File: src/rtl/apb_slv_pkg.sv
// Shared definitions for apb_slave_ctrl: FSM state encoding and APB response codes.
package apb_slv_pkg;

    typedef enum logic [1:0] {
        IDLE    = 2'b00,
        REQ     = 2'b01,
        WAIT_RD = 2'b10,
        RESP    = 2'b11
    } state_e;

    localparam logic RESP_OKAY   = 1'b0;
    localparam logic RESP_SLVERR = 1'b1;

    // Width of the backend wait counter; covers TIMEOUT_CYC up to 65535.
    localparam int unsigned CNT_W = 16;

endpackage

File: src/rtl/apb_slv_decode.sv
// Address window decode for apb_slave_ctrl: hit flag and byte offset from BASE_ADDR.
module apb_slv_decode #(
    parameter int unsigned       ADDR_W    = 32,
    parameter logic [ADDR_W-1:0] BASE_ADDR = '0,
    parameter logic [ADDR_W-1:0] ADDR_SIZE = ADDR_W'(32'h0000_1000)
) (
    input  logic [ADDR_W-1:0] i_paddr,
    output logic              o_hit,
    output logic [ADDR_W-1:0] o_offset
);

    // Comparing the offset rather than BASE_ADDR+ADDR_SIZE stays correct when
    // the window ends exactly at the top of the address space.
    always_comb begin
        o_offset = i_paddr - BASE_ADDR;
        o_hit    = (i_paddr >= BASE_ADDR) && (o_offset < ADDR_SIZE);
    end

endmodule

File: src/rtl/apb_slave_ctrl.sv
// APB slave that forwards decoded transfers to a valid/ready backend with registered outputs.
// Optional backend timeout is built when APB_SLV_TIMEOUT_EN is defined.
module apb_slave_ctrl
    import apb_slv_pkg::*;
#(
    parameter int unsigned       ADDR_W      = 32,
    parameter int unsigned       DATA_W      = 32,
    parameter logic [ADDR_W-1:0] BASE_ADDR   = ADDR_W'(32'h0000_0000),
    parameter logic [ADDR_W-1:0] ADDR_SIZE   = ADDR_W'(32'h0000_1000),
    parameter int unsigned       TIMEOUT_CYC = 16
) (
    input  logic                  i_clk_apb,
    input  logic                  i_rstn_apb,
    input  logic                  i_psel,
    input  logic                  i_penable,
    input  logic                  i_pwrite,
    input  logic [ADDR_W-1:0]     i_paddr,
    input  logic [DATA_W-1:0]     i_pwdata,
    input  logic [DATA_W/8-1:0]   i_pstrb,
    output logic                  o_pready,
    output logic [DATA_W-1:0]     o_prdata,
    output logic                  o_pslverr,
    output logic                  o_valid,
    output logic [ADDR_W-1:0]     o_addr,
    output logic                  o_rd0_wr1,
    output logic [DATA_W-1:0]     o_wr_data,
    output logic [DATA_W/8-1:0]   o_wr_strb,
    input  logic                  i_ready,
    input  logic                  i_rd_valid,
    input  logic [DATA_W-1:0]     i_rd_data,
    input  logic                  i_err
);

    localparam int unsigned STRB_W = DATA_W / 8;

    if (TIMEOUT_CYC < 1 || TIMEOUT_CYC > 65535 ||
        !(DATA_W == 8 || DATA_W == 16 || DATA_W == 32)) begin : g_bad_config
        $error("apb_slave_ctrl: TIMEOUT_CYC must be 1..65535 and DATA_W one of 8/16/32");
    end

    state_e              state_q,   state_d;
    logic                valid_q,   valid_d;
    logic [ADDR_W-1:0]   addr_q,    addr_d;
    logic                wr_q,      wr_d;
    logic [DATA_W-1:0]   wdata_q,   wdata_d;
    logic [STRB_W-1:0]   strb_q,    strb_d;
    logic                pready_q,  pready_d;
    logic                pslverr_q, pslverr_d;
    logic [DATA_W-1:0]   prdata_q,  prdata_d;
`ifdef APB_SLV_TIMEOUT_EN
    logic [CNT_W-1:0]    cnt_q,     cnt_d;
`endif

    logic                dec_hit;
    logic [ADDR_W-1:0]   dec_offset;

    apb_slv_decode #(
        .ADDR_W    (ADDR_W),
        .BASE_ADDR (BASE_ADDR),
        .ADDR_SIZE (ADDR_SIZE)
    ) u_decode (
        .i_paddr  (i_paddr),
        .o_hit    (dec_hit),
        .o_offset (dec_offset)
    );

    always_comb begin
        // NOTE: every _d takes a default before the case, so no path can infer a latch.
        state_d   = state_q;
        valid_d   = valid_q;
        addr_d    = addr_q;
        wr_d      = wr_q;
        wdata_d   = wdata_q;
        strb_d    = strb_q;
        pready_d  = 1'b0;
        pslverr_d = RESP_OKAY;
        prdata_d  = '0;
`ifdef APB_SLV_TIMEOUT_EN
        cnt_d     = cnt_q;
`endif

        case (state_q)
            IDLE: begin
                if (i_psel && !i_penable) begin
                    addr_d  = dec_offset;
                    wr_d    = i_pwrite;
                    wdata_d = i_pwrite ? i_pwdata : '0;
                    strb_d  = i_pwrite ? i_pstrb  : '0;
                    if (dec_hit) begin
                        state_d = REQ;
                        valid_d = 1'b1;
`ifdef APB_SLV_TIMEOUT_EN
                        cnt_d   = '0;
`endif
                    end else begin
                        state_d   = RESP;
                        pready_d  = 1'b1;
                        pslverr_d = RESP_SLVERR;
                    end
                end
            end

            REQ: begin
                if (i_ready) begin
                    valid_d = 1'b0;
                    if (wr_q) begin
                        state_d   = RESP;
                        pready_d  = 1'b1;
                        pslverr_d = i_err ? RESP_SLVERR : RESP_OKAY;
                    end else if (i_rd_valid) begin
                        state_d   = RESP;
                        pready_d  = 1'b1;
                        pslverr_d = i_err ? RESP_SLVERR : RESP_OKAY;
                        prdata_d  = i_err ? '0 : i_rd_data;
                    end else begin
                        state_d = WAIT_RD;
                    end
                end
            end

            WAIT_RD: begin
                if (i_rd_valid) begin
                    state_d   = RESP;
                    pready_d  = 1'b1;
                    pslverr_d = i_err ? RESP_SLVERR : RESP_OKAY;
                    prdata_d  = i_err ? '0 : i_rd_data;
                end
            end

            RESP: begin
                // Hold the response only while the master is still between phases.
                if (i_psel && !i_penable) begin
                    pready_d  = pready_q;
                    pslverr_d = pslverr_q;
                    prdata_d  = prdata_q;
                end else begin
                    state_d = IDLE;
                end
            end

            default: state_d = IDLE;
        endcase

`ifdef APB_SLV_TIMEOUT_EN
        // A backend response arriving on the limit cycle still wins over the timeout.
        if (state_q == REQ || state_q == WAIT_RD) begin
            cnt_d = cnt_q + CNT_W'(1);
            if (state_d != RESP && cnt_d == CNT_W'(TIMEOUT_CYC)) begin
                state_d   = RESP;
                valid_d   = 1'b0;
                pready_d  = 1'b1;
                pslverr_d = RESP_SLVERR;
                prdata_d  = '0;
            end
        end
`endif
    end

    always_ff @(posedge i_clk_apb or negedge i_rstn_apb) begin
        if (!i_rstn_apb) begin
            state_q   <= IDLE;
            valid_q   <= 1'b0;
            addr_q    <= '0;
            wr_q      <= 1'b0;
            wdata_q   <= '0;
            strb_q    <= '0;
            pready_q  <= 1'b0;
            pslverr_q <= RESP_OKAY;
            prdata_q  <= '0;
`ifdef APB_SLV_TIMEOUT_EN
            cnt_q     <= '0;
`endif
        end else begin
            // NOTE: non-blocking assignments so every flop samples pre-edge values.
            state_q   <= state_d;
            valid_q   <= valid_d;
            addr_q    <= addr_d;
            wr_q      <= wr_d;
            wdata_q   <= wdata_d;
            strb_q    <= strb_d;
            pready_q  <= pready_d;
            pslverr_q <= pslverr_d;
            prdata_q  <= prdata_d;
`ifdef APB_SLV_TIMEOUT_EN
            cnt_q     <= cnt_d;
`endif
        end
    end

    assign o_valid   = valid_q;
    assign o_addr    = addr_q;
    assign o_rd0_wr1 = wr_q;
    assign o_wr_data = wdata_q;
    assign o_wr_strb = strb_q;
    assign o_pready  = pready_q;
    assign o_pslverr = pslverr_q;
    assign o_prdata  = prdata_q;

endmodule

File: config.mk
export PLATFORM = sky130hd
export DESIGN_NAME = apb_slave_ctrl
export DESIGN_NICKNAME = d
export VERILOG_FILES = /design/src/rtl/apb_slv_pkg.sv /design/src/rtl/apb_slv_decode.sv /design/src/rtl/apb_slave_ctrl.sv
export SDC_FILE = /design/constraint.sdc
export NUM_CORES = 1
export LEC_CHECK = 0
export ABC_AREA = 1
export CAP_MARGIN = 15
export CORE_UTILIZATION = 40
export CTS_CLUSTER_DIAMETER = 150
export CTS_CLUSTER_SIZE = 8
export DETAILED_ROUTE_END_ITERATION = 8
export HOLD_SLACK_MARGIN = 0.1
export PLACE_DENSITY = 0.88
export SYNTH_ARGS = -nofsm -noshare
export SYNTH_HDL_FRONTEND = slang
export SYNTH_SLANG_ARGS = --single-unit
File: constraint.sdc
create_clock -name i_clk_apb -period 1.85 [get_ports i_clk_apb]
set_input_delay 0.185 -clock i_clk_apb [delete_from_list [all_inputs] [get_ports i_clk_apb]]
set_output_delay 0.185 -clock i_clk_apb [all_outputs]
set_load 0.005 [all_outputs]
Word-level counts from Yosys, hierarchy flattened
Index checks and enable logic that the tools add are counted.
{"block": "word_totals", "ff_bits": 106, "in_bits": 108, "output_inout_bits": 104}
{"block": "op_classes", "n_lt_le_gt_ge": 2, "eq_ne": 8, "mux": 32, "reduce_logical": 8}
{"operator": "32-bit 2-to-1 mux", "count": 6}
{"operator": "32-bit case mux with 3 select lines", "count": 1}
{"operator": "32-bit by 1-bit >= comparator with 1-bit output (second input constant)", "count": 1}
{"operator": "32-bit by 13-bit less-than comparator with 1-bit output (second input constant)", "count": 1}
{"operator": "1-bit 2-to-1 mux", "count": 15}
{"operator": "2-bit 2-to-1 mux", "count": 5}
{"operator": "2-bit inequality test (second input constant)", "count": 5}
{"operator": "1-bit case mux with 4 select lines", "count": 2}
{"operator": "2-bit case mux with 4 select lines", "count": 1}
{"operator": "4-bit AND reduction", "count": 2}
{"operator": "2-bit equality test (second input constant)", "count": 2}
{"operator": "4-bit 2-to-1 mux", "count": 1}
{"operator": "2-bit by 1-bit equality test with 1-bit output (second input constant)", "count": 1}
{"operator": "1-bit logical AND", "count": 2}
{"operator": "2-bit zero test", "count": 1}
{"operator": "1-bit case mux with 2 select lines", "count": 1}
{"operator": "2-bit AND reduction", "count": 1}
{"operator": "2-bit nonzero test", "count": 1}
{"operator": "1-bit zero test", "count": 1}

Longest topological paths before layout
Gate-level depths: netlist of the first run.
{"block": "depth", "word_depth": 5, "mapped_depth": 10, "depth_no_buf": 10}

Hierarchy
A second synthesis of the first run with hierarchy kept.
{"block": "hier_totals", "hier_cells": 549, "hier_area_um2": 4684.5}
{"mod": "apb_slave_ctrl", "instances": 1, "cells_each": 500, "area_per_inst_um2": 4372.9, "seq_area_each_um2": 2652.5}
{"mod": "apb_slv_decode", "instances": 1, "cells_each": 49, "area_per_inst_um2": 311.5, "seq_area_each_um2": 0.0}

Worst setup path before layout of the first run
Ideal clock, no wire load.
{"block": "synth_path", "kind": "flip-flop to flip-flop", "start": "register state_q[1]", "end": "register state_q[0]", "setup_time_ps": 127, "t_arrival_ps": 1282, "t_required_ps": 1723, "path_slack_ps": 441, "stages_incl_launch_ff": 11, "n_path_buf": 0, "period_less_slack_ps": 1409, "path_cell_list": "dfrtp_1 -> inv_1 -> ha_1 -> inv_1 -> nor2_1 -> a21oi_1 -> nand3_1 -> inv_1 -> nand2_1 -> nand2_1 -> o21ai_0"}
{"block": "synth_between", "elab_chain_len": 3}
{"item": "start: declaration", "line": "apb_slave_ctrl.sv:41", "source": "state_e state_q, state_d;"}
{"item": "start signal: assignment", "line": "apb_slave_ctrl.sv:175", "source": "state_q <= state_d;"}
{"item": "2-bit equality test, or another cell as far along", "line": "apb_slave_ctrl.sv:82", "source": "case (state_q)"}
{"item": "2-bit inequality test (no line)"}
{"item": "4-bit AND reduction (no line)"}
Several ways; a longest one is shown, not always the timed one.
A chain may end at the register's enable or synchronous reset.

Worst setup path in the final report of the first run
{"block": "layout_path", "start": "register state_q[1]", "end": "register prdata_q[31] (netlist: o_prdata[31])"}
{"block": "layout_between", "elab_chain_len": 2}
{"item": "2-bit equality test or 2-bit by 1-bit equality test with 1-bit output (tied branches)", "line": "apb_slave_ctrl.sv:82"}
{"item": "32-bit case mux with 3 select lines or 2-bit inequality test (tied branches)"}
{"item": "end signal: assignment", "line": "apb_slave_ctrl.sv:183", "source": "prdata_q <= prdata_d;"}
{"item": "end: declaration", "line": "apb_slave_ctrl.sv:49", "source": "logic [DATA_W-1:0] prdata_q, prdata_d;"}
Several ways; a longest one is shown, not always the timed one.

==> results of run 1 <==
-- path summary, 6_finish.rpt --
kind / startpoint / slack (ns) / to / depth (start not counted)
min in group i_clk_apb: i_rd_data[21] / 0.39 / o_prdata[21]$_DFFE_PN0P_ / 3
max in group asynchronous: i_rstn_apb / 0.90 / o_addr[16]$_DFFE_PN0P_ / 3
max: state_q[1]$_DFFE_PN0P_ / 0.13 / o_prdata[31]$_DFFE_PN0P_ / 5
max reg2reg: state_q[1]$_DFFE_PN0P_ / 0.13 / o_prdata[31]$_DFFE_PN0P_ / 5
min: i_rstn_apb / 0.33 / o_wr_data[4]$_DFFE_PN0P_ / 2
min reg2reg: o_addr[26]$_DFFE_PN0P_ / 0.47 / o_addr[26]$_DFFE_PN0P_ / 2
-- worst max-delay path: cells and delay by family (launching register included) --
kind                       cells  cell delay (ns)
AOI/OAI and AO/OA              2             0.52
DFF                            1             0.44
and+or+nand+nor                1             0.29
adders and majority gates      1             0.24
buffers and inverters          1             0.13
-- flip-flops by register name (all words and copies together), names as in the netlist --
signal	flops
o_wr_strb	4
state_q	2
o_valid	1
o_rd0_wr1	1
o_pslverr	1
o_pready	1
o_wr_data	32
o_addr	32
o_prdata	32
-- timing repair --
action,4_1_cts,5_1_grt
hold buffers,1,0
setup endpoints to repair,32,0
hold endpoints to repair,26,0
resized for setup,1,0
-- power by group through the flow --
stage	clock network, mW	logic, mW	registers, mW
floorplan	0	1.20	3.65
global placement	0	3.34	3.57
detailed placement	0	3.44	3.63
CTS	1.95	3.52	3.59
global route	2.04	3.81	3.68
finish	1.90	3.47	3.60
-- layout make-up --
cell class,instances,area (um^2)
Multi-Input combinational cell,328,1534
Fill cell,869,3860
Inverter,52,195.2
Timing Repair Buffer,222,2220
Tap cell,140,175.2
Sequential cell,106,2653
Clock inverter,2,35.03
Clock buffer,14,264.0
-- placed cells by master, fill, tap and decap left out, types with 2 or more instances in the layout --
master,count
a21oi_1,7
buf_12,2
buf_4,9
clkbuf_1,3
clkbuf_16,9
clkbuf_8,2
clkdlybuf4s50_1,210
dfrtp_1,106
ha_1,5
inv_1,48
inv_2,4
nand2_1,212
nand2_4,2
nand3_1,43
nand4_4,2
nor2_1,17
o21ai_0,4
o21ai_1,11
o21ai_2,23
-- metrics by stage --
stage          std cells  setup WS (ns)
2_1_floorplan        509         0.4410
3_3_place_gp         846       -0.01547
4_1_cts              864        0.08729
6_report             864         0.1337
3_5_place_dp         846       -0.07079
5_1_grt              864        0.02900
-- metal layers --
metal  share of wire  vias to the layer above
li1                -                     1981
met1            0.41                     1933
met2            0.50                      164
met3           0.070                       24
met4           0.022                        0
met5               0                        -
-- kinds of logic after synthesis --
group | Yosys count
buffers and inverters | 76
DFF | 106
and+or+nand+nor | 276
adders and majority gates | 5
AOI/OAI and AO/OA | 46
==> metrics.txt, run 1 <==
fin crit period 1.716 ns; first-pass GRT wire length 19050 um; post-synthesis sequential area ratio 0.5876; net count reported at finish 832; Simple-Gate Fraction of Synth Area 0.2503; NetSw 2.698 mW; P&R area growth vs syn 56.74%; Pwr Density 1268 mW/mm^2; Pins Over Slew Limit 0; wire length per cell 14.10 um; Initial Util 0.4128; clock group share of total power 0.212; Fin. Hold Viols 0; upper clock frequency limit 582.7 MHz; Antenna diodes 0; final setup fails 0; Synth Area per Inst 8.869 um^2; Pleak 3.467 nW; Worst-Margin Slew 0.4077 ns; core box area 0.01094 mm^2; Synth top area share 0.5876; Die Wd 108.2 um; Setup CP Type reg2reg; most common cell in the synthesized netlist nand2_1; maxcap violations 0; global route total overflow 0; H-tree depth 3; WL final 12180 um; root buffer cell clkbuf_16; drt first pass iters 4; dpl hpwl 8844 um; area of placed instances 0.006745 mm^2; adder-cell area share of the yosys netlist 0.01386; crit path DAT 1.96 ns; Distinct cells, synth 19; Final Skew 0.005838 ns; Die H 108.2 um; largest net degree at the start of global routing 54; RSZ-0062 raised after global routing no; Die ar. 0.01171 mm^2; Syn Std Cell Area 0.004514 mm^2; top cells by area, synth dfrtp_1 59%, nand2_1 18%, nand3_1 4.8%; CTS max path bufs 2; commonest cells in the netlist 212 x nand2_1, 106 x dfrtp_1, 48 x inv_1, 43 x nand3_1, 23 x o21ai_2; Core Rows 38; crit path capture type flop; Overall Power 8.970 mW; PortBufs 211; CTS Buf Count 9; post-route ant nets 0; crit-path max FO 16; switching portion of total power 0.3008; final instance area 0.007076 mm^2; Worst-path clk slew 0.07 ns; number of global-route vias before repair 4104; Hold Crit Class in2async; Synth Area in XOR/XNOR 0; worst path required time 2.09 ns; Cells after Synth 509; all-layer global routing usage 0.2082; crit-path cells inv_1 -> ha_1 -> a31o_2 -> nand4_4 -> o21ai_0; met3 Usage GRT 0.04280; CTS tree yes; Comb power frac 0.387; vias post-DR 4102; setup TNS 0 ns; Sink Count 106; latest clock arrival within the worst-skew pair 0.33 ns; Main synth FF type dfrtp_1; WHS 0.3262 ns; Boundary Pins 212; post-synthesis net count 622; layer with the highest usage met2; CP Launch Type flop; post-synthesis mux area share 0; Residual DRC 0; period utilization 0.9277; Int Pwr 6.272 mW; Post-CTS Repair Setup Buffers 0; fraction of power consumed by sequential logic 0.401; Final GP Congestion 0.7658; met2 usage 0.3672; First DRT Iteration DRCs 206; Synth Area in Compound Gates 0.07095; CP max stage delay 0.44 ns; drt via density 4.748; initial antenna violation count 0; slowest CP cell dfrtp_1; biggest area consumer among synthesized cells dfrtp_1; Slew headroom 0.7282; main combinational cell family by area after synthesis simple AND/OR/NAND/NOR gates; outcome complete, no violations; Post-synth EDFFs 0; M1 GR Usage 0.2487; ratio of cells with drive above 1 in the final layout 0.07873; final core utilization 0.6470; yosys warns 0; VDD IR max 0.6386 mV; Async S/R FF share, synth 1.000; flip-flop and latch count after synthesis 106
No activity file was read; power rests on OpenSTA's default activity.
==> run 2: changes to the inputs <==
--- a/config.mk
+++ b/config.mk
@@ -11,8 +11,9 @@
 export CTS_CLUSTER_DIAMETER = 150
 export CTS_CLUSTER_SIZE = 8
 export DETAILED_ROUTE_END_ITERATION = 8
+export DONT_BUFFER_PORTS = 1
 export HOLD_SLACK_MARGIN = 0.1
-export PLACE_DENSITY = 0.88
+export PLACE_DENSITY = 0.64
 export SYNTH_ARGS = -nofsm -noshare
 export SYNTH_HDL_FRONTEND = slang
 export SYNTH_SLANG_ARGS = --single-unit
==> constraint.sdc (replaced) <==
create_clock -name i_clk_apb -period 1.85 [get_ports i_clk_apb]
set_input_delay 0.185 -clock i_clk_apb [delete_from_list [all_inputs] [get_ports i_clk_apb]]
set_output_delay 0.185 -clock i_clk_apb [all_outputs]
set_load 0.05 [all_outputs]
==> metrics.txt, run 2 (synthesized netlist as in run 1, its figures left out) <==
CP Launch Type flop; WHS -0.4639 ns; worst path required time 2.12 ns; all-layer global routing usage 0.1942; crit-path max FO 12; latest clock arrival within the worst-skew pair 0.34 ns; largest net degree at the start of global routing 107; setup TNS 0 ns; global route total overflow 0; wire length per cell 15.17 um; number of global-route vias before repair 3652; Boundary Pins 212; DR top layer met4; H-tree depth 3; Pleak 3.153 nW; met1 wire length 4529 um; outcome complete, but fails checks; Fin. Hold Viols 106; Hold Buf Count CTS 102; drt via density 4.886; dpl hpwl 6859 um; Pins Over Slew Limit 0; upper clock frequency limit 611.4 MHz; ratio of cells with drive above 1 in the final layout 0.1006; Worst-path clk slew 0.06 ns; Worst-Margin Slew 0.5213 ns; Overall Power 10.47 mW; crit path capture type flop; P&R area growth vs syn 34.62%; CTS Buf Count 9; maxcap violations 0; initial antenna violation count 0; Slew headroom 0.6525; vias post-DR 3694; met2 routed WL 5652 um; Filler cells 928; PortBufs 0; Initial Util 0.4128; met3 WL 1104 um; Residual DRC 0; final core utilization 0.5557; drt first pass iters 5; post-route ant nets 0; crit path DAT 1.90 ns; first-pass GRT wire length 17430 um; pre-CTS setup slack 0.1179 ns; VDD IR max 0.9287 mV; Die H 108.2 um; WL final 11470 um; commonest non-fill, non-tap cell in the layout nand2_1; First DRT Iteration DRCs 233; Setup CP Type reg2reg; Hold Crit Class in2async; RSZ-0062 raised after global routing no; Antenna diodes 0; fin crit period 1.636 ns; Core Rows 38; Final Skew 0.004923 ns; most frequent cells in the layout 212 x nand2_1, 106 x dfrtp_1, 101 x dlygate4sd3_1; Die Wd 108.2 um; Final GP Congestion 0.7757; core box area 0.01094 mm^2; period utilization 0.8841; final setup fails 0; CTS tree yes; setup ws final 0.2144 ns; Die ar. 0.01171 mm^2; root buffer cell clkbuf_16; CTS max path bufs 2; Sink Count 106; net count reported at finish 725; failing checks negative hold slack; Pwr Density 1722 mW/mm^2; post-CTS sizing 0
## run 2: cell types whose count changed in the layout (fill, tap and decap cells not counted), sizes merged
cell           delta
buf               +4
bufinv            +3
clkbuf            -5
clkdlybuf4s50   -210
clkinv            +1
dlygate4sd3     +100
nand4             -1
## run 2: metrics by stage
step                      std cells  area [um^2]
final                           756         6077
after global routing            756         6077
after CTS                       749         6025
after detailed placement        632         4638
after global placement          632         4638
after floorplan                 509         4514
## run 2: repair_timing
action | 4_1_cts | 5_1_grt
endpoints found under the setup margin | 0 | 3
setup buffers | 0 | 7
hold endpoints to repair | 208 | 106
## run 2: cell type report
class	count	area [um^2]	share of cell area
multi-input combinational	327	1513	0.2489
inverter	52	195.2	0.03212
timing repair buffer	116	1186	0.1952
sequential	106	2653	0.4365
clock inverter	6	130.1	0.02141
clock buffer	9	225.2	0.03706
tap	140	175.2	0.02882
## run 2: worst max-delay path, cell delays in order, from the launching register on
cell     delay [ns]
dfrtp_1        0.43
inv_1          0.12
ha_1           0.25
a31o_2         0.21
nand4_4        0.20
buf_4          0.25
o21ai_1        0.12
## run 2: where the power goes
part / internal (mW) / switching (mW) / total (mW)
Clock: 1.45 / 0.806 / 2.25
Combinational: 0.747 / 0.984 / 1.73
Sequential: 3.07 / 3.41 / 6.48
Total: 5.27 / 5.20 / 10.5
## run 2: routing by layer
metal,vias to the layer above,GRT usage
met5,-,0
met4,0,0.06751
met3,13,0.06751
met2,183,0.3439
met1,1735,0.2152
li1,1763,-
## run 2: final timing paths
kind / cells past startpoint / start / to / slack (ns)
max: 6 / state_q[1]$_DFFE_PN0P_ / o_prdata[20]$_DFFE_PN0P_ / 0.21
min: 0 / i_rstn_apb / o_addr[1]$_DFFE_PN0P_ / -0.46
max reg2reg: 6 / state_q[1]$_DFFE_PN0P_ / o_prdata[20]$_DFFE_PN0P_ / 0.21
min reg2reg: 2 / o_rd0_wr1$_DFFE_PN0P_ / o_rd0_wr1$_DFFE_PN0P_ / 0.59
max in group asynchronous: 0 / i_rstn_apb / o_addr[11]$_DFFE_PN0P_ / 2.08
min in group i_clk_apb: 3 / i_pwrite / o_wr_data[6]$_DFFE_PN0P_ / 0.18
